[src/rtl/mips_pipeline_immediate_stage_pkg.sv]
// Shared MIPS immediate-control definitions: bundle layout, field encodings and
// the skid-stage state encoding.
package mips_pipeline_immediate_stage_pkg;

  localparam int CTRL_W          = 2;
  localparam int CTRL_EXTEND_BIT = 0;
  localparam int CTRL_SHIFT_BIT  = 1;

  typedef enum logic {
    EXTEND_SIGNED   = 1'b0,
    EXTEND_UNSIGNED = 1'b1
  } extend_e;

  typedef enum logic {
    SHIFT_NONE    = 1'b0,
    SHIFT_LEFT16  = 1'b1
  } shift_e;

  typedef enum logic [1:0] {
    ST_EMPTY = 2'd0,
    ST_ONE   = 2'd1,
    ST_TWO   = 2'd2
  } state_e;

  function automatic extend_e ctrl_extend(input logic [CTRL_W-1:0] ctrl);
    return extend_e'(ctrl[CTRL_EXTEND_BIT]);
  endfunction

  function automatic shift_e ctrl_shift(input logic [CTRL_W-1:0] ctrl);
    return shift_e'(ctrl[CTRL_SHIFT_BIT]);
  endfunction

endpackage

[src/rtl/mips_pipeline_immediate_stage_if.sv]
// Stream bundle between decode, the immediate stage and execute; dbg_state
// exposes the skid-buffer occupancy.
interface mips_pipeline_immediate_stage_if #(
  parameter int TAG_WIDTH  = 8,
  parameter int DATA_WIDTH = 32
);
  import mips_pipeline_immediate_stage_pkg::*;

  logic                  in_valid;
  logic                  in_ready;
  logic [15:0]           in_imm16;
  logic [CTRL_W-1:0]     in_control;
  logic [TAG_WIDTH-1:0]  in_tag;
  logic                  flush;
  logic                  out_valid;
  logic                  out_ready;
  logic [DATA_WIDTH-1:0] out_imm;
  logic [TAG_WIDTH-1:0]  out_tag;
  state_e                dbg_state;

  modport slave (
    input  in_valid, in_imm16, in_control, in_tag, flush, out_ready,
    output in_ready, out_valid, out_imm, out_tag, dbg_state
  );

  modport master (
    output in_valid, in_imm16, in_control, in_tag, flush, out_ready,
    input  in_ready, out_valid, out_imm, out_tag, dbg_state
  );

endinterface

[src/rtl/mips_pipeline_immediate_stage_form.sv]
// Combinational formation of the 32-bit operand from imm16 and the control
// bundle; Left16 places imm16 in the upper half and ignores extend.
module mips_immediate_form
  import mips_pipeline_immediate_stage_pkg::*;
(
  input  logic [15:0]       i_imm16,
  input  logic [CTRL_W-1:0] i_control,
  output logic [31:0]       o_imm
);

  always_comb begin
    o_imm = {{16{i_imm16[15]}}, i_imm16};
    if (ctrl_shift(i_control) == SHIFT_LEFT16) begin
      o_imm = {i_imm16, 16'h0000};
    end else if (ctrl_extend(i_control) == EXTEND_UNSIGNED) begin
      o_imm = {16'h0000, i_imm16};
    end
  end

endmodule

[src/rtl/mips_pipeline_immediate_stage.sv]
// Decode-to-execute immediate stage: forms the operand and holds it in a
// two-entry skid buffer (main + skid) with flush support.
module mips_pipeline_immediate_stage
  import mips_pipeline_immediate_stage_pkg::*;
#(
  parameter int TAG_WIDTH  = 8,
  parameter int DATA_WIDTH = 32
) (
  input logic clock,
  input logic reset,
  mips_pipeline_immediate_stage_if.slave bus
);

  generate
    if (DATA_WIDTH != 32) begin : g_bad_data_width
      $error("mips_pipeline_immediate_stage: DATA_WIDTH must be 32");
    end
  endgenerate

  // Handshake: a beat moves on a side when valid && ready at the rising edge;
  // valid never depends on ready, and in_ready is a function of state only.
  state_e                r_state;
  state_e                w_state_next;
  logic                  w_accept;
  logic                  w_drain;
  logic                  w_load_main;
  logic                  w_load_skid;
  logic                  w_skid_to_main;
  logic [31:0]           w_imm;
  logic [DATA_WIDTH-1:0] r_main_imm;
  logic [DATA_WIDTH-1:0] r_skid_imm;
  logic [TAG_WIDTH-1:0]  r_main_tag;
  logic [TAG_WIDTH-1:0]  r_skid_tag;

  mips_immediate_form u_form (
    .i_imm16   (bus.in_imm16),
    .i_control (bus.in_control),
    .o_imm     (w_imm)
  );

  assign bus.in_ready  = (r_state != ST_TWO);
  assign bus.out_valid = (r_state != ST_EMPTY);
  assign bus.out_imm   = r_main_imm;
  assign bus.out_tag   = r_main_tag;
  assign bus.dbg_state = r_state;

  assign w_accept = bus.in_valid && bus.in_ready;
  assign w_drain  = bus.out_valid && bus.out_ready;

  always_ff @(posedge clock or posedge reset) begin
    if (reset) begin
      r_state <= ST_EMPTY;
    end else begin
      r_state <= w_state_next;
    end
  end

  always_comb begin
    w_state_next   = r_state;
    w_load_main    = 1'b0;
    w_load_skid    = 1'b0;
    w_skid_to_main = 1'b0;
    if (bus.flush) begin
      w_state_next = ST_EMPTY;
    end else begin
      case (r_state)
        ST_EMPTY: begin
          if (w_accept) begin
            w_state_next = ST_ONE;
            w_load_main  = 1'b1;
          end
        end
        ST_ONE: begin
          if (w_accept && w_drain) begin
            w_load_main = 1'b1;
          end else if (w_accept) begin
            w_state_next = ST_TWO;
            w_load_skid  = 1'b1;
          end else if (w_drain) begin
            w_state_next = ST_EMPTY;
          end
        end
        ST_TWO: begin
          if (w_drain) begin
            w_state_next   = ST_ONE;
            w_skid_to_main = 1'b1;
          end
        end
        default: w_state_next = ST_EMPTY;
      endcase
    end
  end

  // Data registers move only on their load enables, so held output is stable.
  always_ff @(posedge clock or posedge reset) begin
    if (reset) begin
      r_main_imm <= '0;
      r_main_tag <= '0;
      r_skid_imm <= '0;
      r_skid_tag <= '0;
    end else begin
      if (w_skid_to_main) begin
        r_main_imm <= r_skid_imm;
        r_main_tag <= r_skid_tag;
      end else if (w_load_main) begin
        r_main_imm <= w_imm;
        r_main_tag <= bus.in_tag;
      end
      if (w_load_skid) begin
        r_skid_imm <= w_imm;
        r_skid_tag <= bus.in_tag;
      end
    end
  end

endmodule

[src/flat_wrapper.sv]
// flat-port wrapper written by rule: the top's interface ports become plain ports
module mips_pipeline_immediate_stage_flat import mips_pipeline_immediate_stage_pkg::*;
#(
  parameter int TAG_WIDTH  = 8,
  parameter int DATA_WIDTH = 32
)
  (clock, reset, bus_in_valid, bus_in_imm16, bus_in_control, bus_in_tag, bus_flush, bus_out_ready, bus_in_ready, bus_out_valid, bus_out_imm, bus_out_tag, bus_dbg_state);
  mips_pipeline_immediate_stage_if #(.TAG_WIDTH(TAG_WIDTH), .DATA_WIDTH(DATA_WIDTH)) bus_i ();
  input logic clock;
  input logic reset;
  input wire logic [$bits(bus_i.in_valid)-1:0] bus_in_valid;
  input wire logic [$bits(bus_i.in_imm16)-1:0] bus_in_imm16;
  input wire logic [$bits(bus_i.in_control)-1:0] bus_in_control;
  input wire logic [$bits(bus_i.in_tag)-1:0] bus_in_tag;
  input wire logic [$bits(bus_i.flush)-1:0] bus_flush;
  input wire logic [$bits(bus_i.out_ready)-1:0] bus_out_ready;
  output wire logic [$bits(bus_i.in_ready)-1:0] bus_in_ready;
  output wire logic [$bits(bus_i.out_valid)-1:0] bus_out_valid;
  output wire logic [$bits(bus_i.out_imm)-1:0] bus_out_imm;
  output wire logic [$bits(bus_i.out_tag)-1:0] bus_out_tag;
  output wire logic [$bits(bus_i.dbg_state)-1:0] bus_dbg_state;
  assign bus_i.in_valid = bus_in_valid;
  assign bus_i.in_imm16 = bus_in_imm16;
  assign bus_i.in_control = bus_in_control;
  assign bus_i.in_tag = bus_in_tag;
  assign bus_i.flush = bus_flush;
  assign bus_i.out_ready = bus_out_ready;
  assign bus_in_ready = bus_i.in_ready;
  assign bus_out_valid = bus_i.out_valid;
  assign bus_out_imm = bus_i.out_imm;
  assign bus_out_tag = bus_i.out_tag;
  assign bus_dbg_state = bus_i.dbg_state;
  mips_pipeline_immediate_stage #(.TAG_WIDTH(TAG_WIDTH), .DATA_WIDTH(DATA_WIDTH)) u_core (.clock(clock), .reset(reset), .bus(bus_i));
endmodule
[config.mk]
export PLATFORM = sky130hd
export DESIGN_NAME = mips_pipeline_immediate_stage_flat
export DESIGN_NICKNAME = d
export VERILOG_FILES = /design/src/rtl/mips_pipeline_immediate_stage_pkg.sv /design/src/rtl/mips_pipeline_immediate_stage_if.sv /design/src/rtl/mips_pipeline_immediate_stage_form.sv /design/src/rtl/mips_pipeline_immediate_stage.sv /design/src/flat_wrapper.sv
export SDC_FILE = /design/constraint.sdc
export NUM_CORES = 1
export LEC_CHECK = 0
export ABC_AREA = 1
export BUFFER_PORTS_ARGS = -buffer_cell sky130_fd_sc_hd__buf_2
export CAP_MARGIN = 20
export CORE_MARGIN = 4
export CORE_UTILIZATION = 40
export DETAILED_ROUTE_END_ITERATION = 12
export PLACE_DENSITY = 0.67
export SETUP_SLACK_MARGIN = 0.3
export SYNTH_ARGS = -nofsm -noshare
export SYNTH_HDL_FRONTEND = slang
export SYNTH_HIERARCHICAL = 1
export SYNTH_SLANG_ARGS = --single-unit
[constraint.sdc]
create_clock -name clock -period 3.6 [get_ports clock]
set_clock_uncertainty 0.05 [all_clocks]
set_input_delay 0.72 -clock clock [delete_from_list [all_inputs] [get_ports clock]]
set_output_delay 0.72 -clock clock [all_outputs]
set_load 0.01 [all_outputs]
**Word level (Yosys, flattened, before mapping)**

Cells that the tools add are included.

- Register bits after elaboration: 82
- Logic and storage cells: 42
- Output and inout port bits: 44
- Input bits: 31

- Multiplexer cells: 23
- Reductions and logical operators: 7
- Eq/ne operators: 7

Operators with widths:

| kind | number |
|---|---|
| 32-bit 2-to-1 mux | 4 |
| 8-bit 2-to-1 mux | 2 |
| 2-bit 2-to-1 mux | 6 |
| 1-bit 2-to-1 mux | 9 |
| 3-bit by 2-bit inequality test with 1-bit output (second input constant) | 2 |
| 2-bit case mux with 3 select lines | 1 |
| 4-bit by 2-bit inequality test with 1-bit output (second input constant) | 1 |
| 4-bit AND reduction | 1 |
| 2-bit nonzero test | 2 |
| 1-bit logical AND | 3 |
| 3-bit inequality test (second input constant) | 1 |
| 2-bit by 1-bit == test with 1-bit output (second input constant) | 1 |
| 2-bit == test (second input constant) | 1 |
| 2-bit logical NOT | 1 |
| 2-bit inequality test (second input constant) | 1 |
| 1-bit case mux with 2 select lines | 1 |

**Logic depth before layout (Yosys ltp)**

Gate-level depths: netlist of run 1.

- Depth in word-level cells: 8
- Depth in mapped cells: 9
- Depth with buffers taken out: 8

**Modules after synthesis**

Netlist of run 1, hierarchy kept.

Modules (own cells, without submodules):

| module | sequential area each (um2) | cells each | area each (um2) | instances |
|---|---|---|---|---|
| mips_pipeline_immediate_stage | 2052.0 | 506 | 3968.8 | 1 |
| mips_immediate_form | 0.0 | 70 | 277.8 | 1 |

**Worst setup path after synthesis of run 1**

OpenSTA, ideal clock, no wires.

- Path kind: input to register
- Start: in bus_flush
- End: reg u_core.r_main_imm[16], in the netlist u_core/bus.out_imm[16]
- Stages on the path: 8
- Path slack: 2.072 ns
- Data arrival time: 1.362 ns
- Library setup time: 0.117 ns
- Data required time: 3.433 ns
- Buffers on the path: 2
- Path through: nor2_4 -> nand3_2 -> buf_6 -> buf_6 -> nand2_1 -> o21ai_1 -> nand2_1 -> nand2_1

- Longest elaborated chain between the ends: 2
- Elaborated cells on any way between the ends: 4
- Those cells by class: mux: 3; reduce/logical: 1

Ends and longest elaborated chain:

| what | RTL line | RTL |
|---|---|---|
| start: declaration | flat_wrapper.sv:15 | `input wire logic [$bits(bus_i.flush)-1:0] bus_flush;` |
| 1-bit 2-to-1 mux | mips_pipeline_immediate_stage.sv:63 | `if (bus.flush) begin` |
| 32-bit 2-to-1 mux or 2-bit nonzero test (tied branches) | - |  |
| end signal: assignment | mips_pipeline_immediate_stage.sv:103 | `r_main_imm <= r_skid_imm;` |
| end signal: assignment | mips_pipeline_immediate_stage.sv:106 | `r_main_imm <= w_imm;` |
| end: declaration | mips_pipeline_immediate_stage.sv:30 | `logic [DATA_WIDTH-1:0] r_main_imm;` |

Several ways; a longest one is shown, not always the timed one.
A chain may end at the register's enable or synchronous reset.

**Worst setup path in the final report of run 1**

- Start: reg u_core.r_state[0], in the netlist u_core/bus.dbg_state[0]
- End: reg u_core.r_main_imm[10], in the netlist u_core/bus.out_imm[10]

- Longest elaborated chain between the ends: 7
- Elaborated cells on any way between the ends: 17
- Those cells by class: eq/ne: 3; mux: 8; reduce/logical: 6

Ends and longest elaborated chain:

| what | RTL line | RTL |
|---|---|---|
| start: declaration | mips_pipeline_immediate_stage.sv:22 | `state_e r_state;` |
| start signal: assignment | mips_pipeline_immediate_stage.sv:54 | `r_state <= w_state_next;` |
| 2-bit inequality test or 2-bit nonzero test (tied branches) | mips_pipeline_immediate_stage.sv:41, mips_pipeline_immediate_stage.sv:42 |  |
| 1-bit logical AND, on equally long branches | mips_pipeline_immediate_stage.sv:47, mips_pipeline_immediate_stage.sv:48 |  |
| 1-bit logical AND | mips_pipeline_immediate_stage.sv:74 | `if (w_accept && w_drain) begin` |
| 1-bit 2-to-1 mux | mips_pipeline_immediate_stage.sv:74 |  |
| 1-bit case mux with 2 select lines | mips_pipeline_immediate_stage.sv:66 | `case (r_state)` |
| 1-bit 2-to-1 mux | mips_pipeline_immediate_stage.sv:63 |  |
| 2-bit nonzero test (no line) | - |  |

Several ways; a longest one is shown, not always the timed one.

==> flow_summary_export.csv, run 1 <==
group,metric,value,unit
status,status,"complete, no violations",
placement,pre_cts_ws,1.30,ns
critical_path,crit_required,3.84,ns
critical_path,crit_path_start_kind,"flip-flop",
sta,drv_slew,0,
drt,vias,3789,
sta,rsz0062_at_grt,"false",
synthesis,syn_inst,576,
layout,nets,664,
floorplan,die_x,111,um
layout,diodes,0,
sta,tightest_slew,0.794,ns
critical_path,critPathArrivalTime,2.28,ns
sta,hold_viol,0,
floorplan,start_util,0.411,
synthesis,ys_seq_area_frac,0.483,
power,ir_drop,0.242,mV
synthesis,yosysWarnings,6,
clocking,cts-htree-levels,3,
global_route,antenna_found_initial,0,
power,p_leak,2.82,nW
sta,max_freq,0.490,GHz
sta,tns,0,ns
synthesis,synth_area,0.00425,mm^2
critical_path,endpoint_kind,"flip-flop",
placement,portBuffers,74,
critical_path,r2r_end,"u_core/bus.out_imm[10]",
synthesis,synth_area_per_cell,7.37,um^2
layout,drive_gt1_frac,0.197,
global_route,grt_usage,0.175,
critical_path,regToRegSetupSlack,1.56,ns
drt,viasPerCell,4.91,
drt,drtPass1Iterations,5,
sta,slew_headroom,0.470,
drt,drtAntennaViolNets,0,
critical_path,worstSetupEndpoint,"u_core/bus.out_imm[10]",
power,total_power,2.86,mW
floorplan,io_pins,75,
critical_path,startpoint,"u_core/bus.dbg_state[0]",
clocking,numCtsBuffers,9,
drt,dr.first_iter.drc_count,274,
critical_path,ff2ff_path_depth,7,
sta,period_minus_slack,2.04,ns
synthesis,synth_top_cell_by_area,"dfrtp_1",
clocking,cts_buffer_depth,2,
synthesis,synth_fp_nets,607,
clocking,clock-root-buffer,"clkbuf_8",
drt,wire_per_inst,13.9,um
sta,setup_slack,1.56,ns
critical_path,crit_type,"flip-flop to flip-flop",
floorplan,core_area,0.0103,mm^2
layout,post-route-util,0.471,
global_route,grt-ovfl-total,0,
placement,place_area,0.00464,mm^2
clocking,clock_sinks,82,
clocking,ctsResizeCount,0,
layout,fillCellCount,1044,
critical_path,r2r-start,"u_core/bus.dbg_state[0]",
placement,globalplace.congestion,0.733,
layout,fin_area,0.00487,mm^2
drt,drcViolationCount,0,
floorplan,fp.dieArea,0.0123,mm^2
clocking,clkTransAtPathRegs,0.08,ns
hold_path,hold_path.class,"flip-flop to flip-flop",
clocking,ctsHoldBuffers,0,
power,p_per_area,587,mW/mm^2
synthesis,synth_cell_types,17,
floorplan,num_rows,37,
sta,fin_crit_sh,0.566,
synthesis,ys_ff_latch,82,
layout,area_growth_syn_to_layout,14.6,%
global_route,first_global_vias,3521,
clocking,cts_tree,"yes",
drt,drt_wl_total,10700,um
global_route,grt_max_degree,65,
clocking,clk_latency,0.35,ns
global_route,grt_pass1_wl,17700,um
sta,setup_viol_count_final,0,
synthesis,synth.top_cell.area_share,0.483,
critical_path,cp_max_fo,64,
placement,hpwlAfterDp,7150,um
run,maxCapViolations,0,
synthesis,synth_area_leaders,"dfrtp_1 (48%), nand2_1 (21%), nand3_1 (9.8%), inv_1 (5.3%), o21ai_2 (4.1%)",
floorplan,die_h,111,um
clocking,post_cts.repair.setup_buffers,0,
[cells in the final DEF (no fill, tap or decap)]
master	count
a21oi_1	2
inv_1	59
nor2_1	18
buf_2	74
inv_2	5
dfrtp_1	82
clkbuf_1	2
clkinv_2	1
clkbuf_8	9
nand3_1	83
o21ai_1	20
o21ai_2	20
nand3_4	1
buf_4	10
nand4_1	2
nand2_1	243
nand3_2	1
nor2_4	1
bufinv_16	3
[critical path: stages, from the launching register on]
cell	delay, ns
dfrtp_1	0.54
nor2_4	0.09
nand3_4	0.24
buf_4	0.63
nand2_1	0.15
o21ai_2	0.09
nand2_1	0.08
nand2_1	0.06
[stage by stage]
step / cells / hold slack (ns)
final: 772 / 0.423
after global routing: 772 / 0.451
after CTS: 772 / 0.427
after detailed placement: 758 / 0.408
after global placement: 758 / 0.404
after floorplan: 576 / 0.392
[cells in the mapped netlist (all sizes together)]
cell / number
nand2: 243
nand3: 85
dfrtp: 82
inv: 65
o21ai: 40
buf: 26
nor2: 19
clkbuf: 12
a21oi: 2
nand4: 2
[cells by family (layout without fill, tap and decap cells)]
group,count (synthesis),count (layout),share of synthesized area
and+or+nand+nor,349,349,0.339
buffers and inverters,103,163,0.111
DFF,82,82,0.483
AOI/OAI and AO/OA,42,42,0.0672
[state kept, by name, indices dropped and copies added (netlist names)]
| register | count |
|---|---|
| u_core/r_skid_imm | 32 |
| u_core/bus.out_imm | 32 |
| u_core/bus.dbg_state | 2 |
| u_core/r_skid_tag | 8 |
| u_core/bus.out_tag | 8 |
[area by class of cell]
type	count	area [um^2]	share of cell area
Sequential cell	82	2050	0.422
Multi-Input combinational cell	391	1730	0.356
Timing Repair Buffer	84	445	0.0915
Inverter	65	245	0.0504
Tap cell	136	170	0.0350
Clock buffer	11	131	0.0270
Clock inverter	3	90.1	0.0185
[power breakdown]
part,internal [mW],total (mW),leakage (nW),switching (mW)
combinational,0.274,0.724,1.65,0.450
sequential,1.20,1.37,1.06,0.161
clock,0.454,0.769,0.109,0.314
total,1.93,2.86,2.82,0.926
[per-layer routing]
metal,routed length (um),GRT usage
met1,4920,0.240
met3,579,0.0393
met4,68,0.0527
met5,0,0
met2,5160,0.275
[worst min path at each step]
stage | start | endpoint | slack [ns] | depth (start not counted)
finish | u_core/r_skid_imm[19] | u_core/r_skid_imm[19] | 0.42 | 2
global route | u_core/r_skid_imm[14] | u_core/r_skid_imm[14] | 0.45 | 2
CTS | u_core/r_skid_imm[29] | u_core/r_skid_imm[29] | 0.43 | 2
detailed placement | u_core/r_skid_imm[22] | u_core/r_skid_imm[22] | 0.41 | 2
global placement | u_core/r_skid_imm[23] | u_core/r_skid_imm[23] | 0.40 | 2
floorplan | u_core/r_skid_imm[0] | u_core/r_skid_imm[0] | 0.39 | 2
No activity file was read; power rests on OpenSTA's default activity.
==> run 2, diff against run 1 <==
==> constraint.sdc (replaced) <==
create_clock -name clock -period 1.9 [get_ports clock]
set_clock_uncertainty 0.05 [all_clocks]
set_input_delay 0.38 -clock clock [delete_from_list [all_inputs] [get_ports clock]]
set_output_delay 0.38 -clock clock [all_outputs]
set_load 0.01 [all_outputs]
==> flow_summary_export.csv, run 2 (synthesis gave the netlist of run 1 again) <==
group,metric,value,unit
global_route,grt_usage,0.178,
clocking,cts-htree-levels,3,
floorplan,die_h,111,um
power,swShare,0.333,
placement,dp.cells,761,
critical_path,cp_max_fo,8,
placement,portBuffers,74,
power,pwr-share-comb,0.276,
critical_path,critical_path.slowest_cell,"dfrtp_2",
drt,drt_wl_total,11500,um
sta,period_minus_slack,1.55,ns
power,p_per_area,1020,mW/mm^2
critical_path,critPathMaxStageDelay,0.44,ns
sta,slew_headroom,0.701,
sta,hold_viol,0,
global_route,grt_max_degree,83,
placement,hpwlAfterDp,7130,um
critical_path,crit_type,"flip-flop to flip-flop",
sta,tns,0,ns
clocking,cts_buffer_depth,2,
critical_path,crit_chain,"buf_6 > nor2_4 > nand3_4 > clkbuf_16 > clkbuf_16 > nand2_1 > o21ai_1 > nand2_1 > nand2_1",
layout,drive_gt1_frac,0.237,
layout,area_growth_syn_to_layout,23.7,%
sta,setup_viol_count_final,0,
layout,diodes,0,
floorplan,die_x,111,um
hold_path,hold_path.class,"input port to async pin",
floorplan,start_util,0.411,
global_route,grt_pass1_wl,18300,um
clocking,numCtsBuffers,9,
drt,vias,3925,
critical_path,crit_path_start_kind,"flip-flop",
clocking,clock-root-buffer,"clkbuf_8",
power,p_seq_frac,0.482,
clocking,cts_tree,"yes",
power,power_switching,1.78,mW
floorplan,io_pins,75,
drt,drcViolationCount,0,
power,clock_power_share,0.242,
global_route,first_global_vias,3702,
clocking,clock_sinks,82,
sta,max_freq,0.644,GHz
drt,drtAntennaViolNets,0,
sta,fin_crit_sh,0.818,
drt,dr.first_iter.drc_count,301,
sta,drv_slew,0,
layout,stdcell_count,789,
sta,tightest_slew,0.448,ns
power,internal_power,3.57,mW
placement,place_area,0.00473,mm^2
drt,viasPerCell,4.97,
run,maxCapViolations,0,
status,status,"complete, no violations",
power,p_leak,3.01,nW
drt,drtPass1Iterations,6,
placement,globalplace.congestion,0.801,
clocking,clk_latency,0.34,ns
critical_path,endpoint_kind,"flip-flop",
global_route,grt-ovfl-total,0,
layout,mostFrequentLayoutCell,"nand2_1",
sta,rsz0062_at_grt,"true",
power,ir_drop,0.388,mV
floorplan,core_area,0.0103,mm^2
layout,fin_area,0.00525,mm^2
global_route,antenna_found_initial,0,
floorplan,fp.dieArea,0.0123,mm^2
drt,wire_per_inst,14.6,um
critical_path,worst_path_most_repeated_cell,"nand2_1",
layout,nets,680,
critical_path,critPathArrivalTime,1.75,ns
layout,final_cell_mix,"nand2_1 (237), nand3_1 (83), dfrtp_1 (80)",
floorplan,num_rows,37,
critical_path,crit_required,2.09,ns
clocking,clkTransAtPathRegs,0.08,ns
run 2: metrics by stage:
stage | total power, mW | hold WS [ns] | setup WS, ns | utilization
floorplan | 3.51 | 0.392 | 0.517 | -
global placement | 3.97 | 0.403 | 0.417 | 0.458
detailed placement | 4.03 | 0.408 | 0.373 | 0.458
CTS | 5.34 | 0.112 | 0.313 | 0.479
global route | 5.76 | 0.131 | 0.272 | 0.509
finish | 5.35 | 0.0796 | 0.346 | 0.509
run 2: layout make-up:
cell class | instances | area, um^2
Clock buffer | 13 | 169
Sequential cell | 82 | 2050
Clock inverter | 2 | 35.0
Timing Repair Buffer | 100 | 810
Multi-Input combinational cell | 391 | 1770
Fill cell | 1005 | 5070
Inverter | 65 | 248
Tap cell | 136 | 170
run 2: critical path: cells and delay by family (launching register included):
family / cells / cell delay, ns
buffers and inverters: 3 / 0.49
DFF: 1 / 0.44
and+or+nand+nor: 5 / 0.41
AOI/OAI and AO/OA: 1 / 0.06
run 2: power groups by stage:
stage                     sequential (mW)  clock (mW)  combinational [mW]
final                                2.58        1.29                1.48
after CTS                            2.58        1.33                1.44
after floorplan                      2.65           0               0.864
after global routing                 2.65        1.42                1.69
after detailed placement             2.61           0                1.41
after global placement               2.60           0                1.37
run 2: final timing paths:
| path | startpoint | depth (start not counted) | slack, ns | end |
|---|---|---|---|---|
| max | u_core/bus.dbg_state[0] | 9 | 0.35 | u_core/bus.out_imm[23] |
| min | reset | 3 | 0.08 | u_core/bus.out_tag[1] |
| max reg2reg | u_core/bus.dbg_state[0] | 9 | 0.35 | u_core/bus.out_imm[23] |
| min reg2reg | u_core/r_skid_imm[20] | 2 | 0.42 | u_core/r_skid_imm[20] |
| max in group asynchronous | reset | 3 | 1.36 | u_core/r_skid_imm[6] |
| min in group clock | bus_in_tag[7] | 3 | 0.24 | u_core/r_skid_tag[7] |
run 2: repair_timing:
item,4_1_cts,5_1_grt
buffers inserted,1,3
hold buffers,0,0
cloned,0,9
setup endpoints to repair,1,23
pin swaps,0,2
resized for setup,2,20
run 2: routing by layer:
layer	up-vias	track usage	wire (um)
met5	-	0	0
met1	1862	0.241	5040
met4	0	0.0600	154
met3	12	0.0338	699
li1	1923	-	-
met2	128	0.287	5630
